--- src/rtl/motor_throttle_ramp.sv ---
// motor_throttle_ramp: slew-rate limited soft-start PWM command with brake; define RAMP_WATCHDOG_EN to enable the target watchdog
module motor_throttle_ramp #(
  parameter int STEP_DIV = 50000,
  parameter int STEP_UP = 4,
  parameter int STEP_DOWN = 16,
  parameter int MAX_CMD = 4095,
  parameter int WDOG_TICKS = 100
) (
  input  logic        PWMClock,
  input  logic        PWMReset,
  input  logic [11:0] TargetIn,
  input  logic        TargetValid,
  input  logic        Enable,
  input  logic        Brake,
  output logic [11:0] PWMout_cmd,
  output logic        AtTarget,
  output logic        Ramping,
  output logic        WatchdogTrip
);
  localparam int CW = $clog2(STEP_DIV);
  localparam logic [CW-1:0] TICK_LAST = CW'(STEP_DIV - 1);
  localparam logic [12:0] UP = 13'(STEP_UP);
  localparam logic [12:0] DN = 13'(STEP_DOWN);
  localparam logic [11:0] MAXC = 12'(MAX_CMD);
  typedef enum logic [2:0] {IDLE, RAMP_UP, RAMP_DOWN, HOLD, BRAKE} state_t;
  state_t state_q, state_d;
  logic [CW-1:0] cnt_q, cnt_d;
  logic [11:0] tgt_q, tgt_d, out_q, out_d, eff, eff_d;
  logic [12:0] up_sum, dn_diff;
  logic tick, accept, at_q, at_d, trip_q, trip_d;
  assign tick = cnt_q == TICK_LAST;
  assign accept = TargetValid & ~Brake & ~trip_q;
  assign eff = Enable ? tgt_q : '0;
`ifdef RAMP_WATCHDOG_EN
  localparam int WW = $clog2(WDOG_TICKS + 1);
  localparam logic [WW-1:0] WD_LAST = WW'(WDOG_TICKS);
  logic [WW-1:0] wd_q, wd_d;
  always_comb begin
    wd_d = accept ? '0 : (tick && wd_q != WD_LAST) ? wd_q + 1'b1 : wd_q;
    trip_d = trip_q | (wd_d == WD_LAST);
  end
  always_ff @(posedge PWMClock) begin
    wd_q <= PWMReset ? '0 : wd_d;
    trip_q <= PWMReset ? 1'b0 : trip_d;
  end
`else
  assign trip_q = 1'b0;
  assign trip_d = 1'b0;
`endif
  always_comb begin
    cnt_d = tick ? '0 : cnt_q + 1'b1;
    up_sum = {1'b0, out_q} + UP;
    dn_diff = {1'b0, out_q} - DN;
    out_d = out_q;
    if (Brake) out_d = '0;
    else if (tick && eff > out_q) out_d = up_sum > {1'b0, eff} ? eff : up_sum[11:0];
    else if (tick && eff < out_q) out_d = (dn_diff[12] || dn_diff < {1'b0, eff}) ? eff : dn_diff[11:0];
    tgt_d = (Brake || trip_d) ? '0 : accept ? (TargetIn > MAXC ? MAXC : TargetIn) : tgt_q;
    eff_d = Enable ? tgt_d : '0;
    at_d = out_d == eff_d;
    state_d = Brake ? BRAKE : eff_d > out_d ? RAMP_UP : eff_d < out_d ? RAMP_DOWN : eff_d != '0 ? HOLD : IDLE;
  end
  always_ff @(posedge PWMClock) begin
    if (PWMReset) begin
      state_q <= IDLE;
      cnt_q <= '0;
      tgt_q <= '0;
      out_q <= '0;
      at_q <= 1'b1;
    end else begin
      state_q <= state_d;
      cnt_q <= cnt_d;
      tgt_q <= tgt_d;
      out_q <= out_d;
      at_q <= at_d;
    end
  end
  assign PWMout_cmd = out_q;
  assign AtTarget = at_q;
  assign Ramping = state_q == RAMP_UP || state_q == RAMP_DOWN;
  assign WatchdogTrip = trip_q & (WDOG_TICKS > 0);
endmodule

--- config.mk ---
export PLATFORM = sky130hd
export DESIGN_NAME = motor_throttle_ramp
export DESIGN_NICKNAME = d
export VERILOG_FILES = /design/src/rtl/motor_throttle_ramp.sv
export SDC_FILE = /design/constraint.sdc
export NUM_CORES = 1
export LEC_CHECK = 0
export CAP_MARGIN = 20
export CORE_MARGIN = 3
export CORE_UTILIZATION = 55
export CTS_BUF_LIST = sky130_fd_sc_hd__clkbuf_8 sky130_fd_sc_hd__clkbuf_16
export CTS_CLUSTER_DIAMETER = 30
export DETAILED_ROUTE_END_ITERATION = 7
export PLACE_DENSITY = 0.76
export SLEW_MARGIN = 20
export SYNTH_ARGS = -nofsm -noshare
export SYNTH_HDL_FRONTEND = slang
export SYNTH_SLANG_ARGS = --single-unit
--- constraint.sdc ---
create_clock -name PWMClock -period 4.7 [get_ports PWMClock]
set_input_delay 0.705 -clock PWMClock [delete_from_list [all_inputs] [get_ports PWMClock]]
set_output_delay 0.705 -clock PWMClock [all_outputs]
set_load 0.005 [all_outputs]
==> flow_summary.yaml <==
run_status:
  status: "finished, final reports clean"
power_and_ir_drop:
  clock_power_share_pct: 37.2
  pwr-share-seq_pct: 46.9
  netSwitchingFraction_pct: 27.2
  power_leakage_nw: 1.99
  internal_power_mw: 0.602
  p_switching_mw: 0.225
  irDropWorstVdd_v: 0.000150
  combinationalPowerShare_pct: 16.0
  power.density_nw_per_um2: 180
worst_hold_path:
  min_path_type: "flip-flop to flip-flop"
critical_path:
  cp.required_ps: 4910
  critPathKind: "flip-flop to flip-flop"
  start_kind: "flip-flop"
  worst-path-max-fanout: 7
  end_kind: "flip-flop"
  arrival_ps: 4650
synthesis:
  synth_top_area_share_pct: 23.4
  synth_compound_area_share_pct: 19.3
  synth_fa_ha_area_share_pct: 16.6
  syn_area_per_cell_sq_um: 8.12
  synth_edf_count: 0
  synthDistinctLibCells: 59
  synth_simple_gate_area_share_pct: 22.8
  synth_seq_cells: 44
  synth.area.mux_share_pct: 5.71
  synth.cell_area_sq_um: 3770
  synthArstFlopShare_pct: 0
  synth_area_leader_cell: "dfxtp_1"
  synthCells: 464
  synth.net_count: 531
  synth_xor_area_share_pct: 6.51
  ys_warn_count: 0
  synth_commonest_cells: "nor2_1, ha_1, dfxtp_1"
  synth_top_family_by_area: "simple AND/OR/NAND/NOR gates"
  synthTopCellsByArea: "dfxtp_1, ha_1, nor2_1"
  synth_most_common_cell: "nor2_1"
  synth_top_flop_cell: "dfxtp_1"
  seq_area_frac_synth_pct: 23.4
place:
  dp_hpwl_um: 8880
  port_buffers: 30
  dpl_cell_area_sq_um: 4450
  gp_congestion: 0.997
  place_ws_ps: -112
route:
  viasPerCell: 6.00
  postRouteWirelength_um: 10800
  drc_errors: 0
  num_vias: 3668
  drt-pass1-iter-count: 5
  antenna_left: 0
  drt_iter0_drc: 223
  detail_route.wl_per_cell_um: 17.7
floorplan:
  dieArea_sq_um: 7880
  die_w_um: 88.8
  core_sq_um: 6490
  die_h_um: 88.8
  start_util_pct: 58.0
  row_count: 29
  io_pins: 32
clocking:
  clkSlewWorstSetupHoldPaths_ps: 100
  cts_buffers: 5
  postCtsSetupRepairBufs: 0
  ctsResizeCount: 0
  cts-hold-fix-buffers: 0
  htreeDepth: 2
  clock_path_buffers: 2
  clk-insertion-delay-late_ps: 310
  cts_tree: "done"
  clock_sinks: 44
  clockRootBuffer: "clkbuf_8"
sta:
  fin_crit_sh_pct: 94.4
  slew-limit-headroom_pct: 45.9
  drv_slew: 0
  fin_ws_ps: 261
  setup_viol: 0
  finalHoldViolations: 0
  clock_skew_ps: 8.67
  tightest_slew_ps: 810
  max_freq_ghz: 0.225
  period_needed_ps: 4440
global_routing:
  grt.total_usage_pct: 28.5
  grt_pass1_wl_um: 17300
  grt_max_degree: 17
  grt_pass1_vias: 3605
  grt_remaining_overflow: 0
  antenna_found_initial: 0
finish:
  final_nets: 600
  area_delta_synth_final_pct: 21.8
  fin_util_pct: 70.7
  design_area_sq_um: 4590
  diodes: 0
  drive_gt1_share_pct: 14.6
flow_run:
  drv_cap: 0
-- registers in the layout, summed over array words and instances (netlist names) --
name        count
PWMout_cmd     12
cnt_q          16
state_q         3
tgt_q          12
AtTarget        1
-- critical path: stages, from the launching register on --
cell	delay, ps
dfxtp_2	410
ha_2	220
nand2_1	140
nor3_2	200
xnor2_1	200
ha_1	310
a21o_1	160
a21oi_1	220
or4b_4	510
o22ai_4	200
buf_4	200
mux2i_1	220
a2bb2oi_2	190
or2_1	140
ha_1	250
a21o_1	180
a21o_1	170
a21oi_1	150
o211ai_1	110
and3_1	180
-- routing by layer --
layer	up-vias	routed length, um	global-route usage, %
met5	-	0	0
met4	0	265	9.34
met3	26	611	4.19
met2	126	5160	48.5
met1	1718	4770	36.7
li1	1798	-	-
-- cell families after synthesis --
group,count (synthesis)
compound gates,100
xor+xnor,28
fa+ha+maj,50
buf+inv,48
flops,44
mux,21
other cells,1
simple gates,172
-- placed cells by master (no fill, tap or decap), drive strengths merged, types with 18 or more instances in the layout --
master and n:
a21oi 26, buf 49, clkdlybuf4s50 29, dfxtp 44, ha 50, inv 32
mux2i 20, nand2 31, nor2 67, o21ai 21, xnor2 18
-- per-stage QoR --
step                      hold WS (ps)  power (mW)  TNS (ps)  instances
after global placement             447       0.521      -108        603
after CTS                          488       0.827         0        611
final                              484       0.827         0        611
after detailed placement           468       0.525      -242        603
after floorplan                    430       0.474         0        464
after global routing               522       0.858     -14.0        611
-- power groups by stage --
stage          combinational, mW  clock [mW]  sequential (mW)
3_3_place_gp               0.125           0            0.396
6_report                   0.132       0.307            0.387
4_1_cts                    0.130       0.309            0.387
2_1_floorplan             0.0799           0            0.394
5_1_grt                    0.144       0.325            0.388
3_5_place_dp               0.129           0            0.396
-- cell type report --
cell class              count  area, sq um
clock buffers               5         68.8
clock inverters             3         46.3
fillers                   530         1900
inverters                  31          116
multi-input cells         372         2700
flip-flops and latches     44          883
well taps                  77         96.3
repair buffers             79          683
-- final timing paths --
| path | from | cells after the start | to | slack, ps |
|---|---|---|---|---|
| setup / recovery | PWMout_cmd[3]$_SDFF_PP0_ | 19 | state_q[0]$_SDFF_PP0_ | 260 |
| hold / removal | cnt_q[0]$_SDFF_PP0_ | 1 | cnt_q[0]$_SDFF_PP0_ | 480 |
| setup reg to reg | PWMout_cmd[3]$_SDFF_PP0_ | 19 | state_q[0]$_SDFF_PP0_ | 260 |
| hold reg to reg | cnt_q[0]$_SDFF_PP0_ | 1 | cnt_q[0]$_SDFF_PP0_ | 480 |
Note: power is estimated with default switching activity, not from simulation.
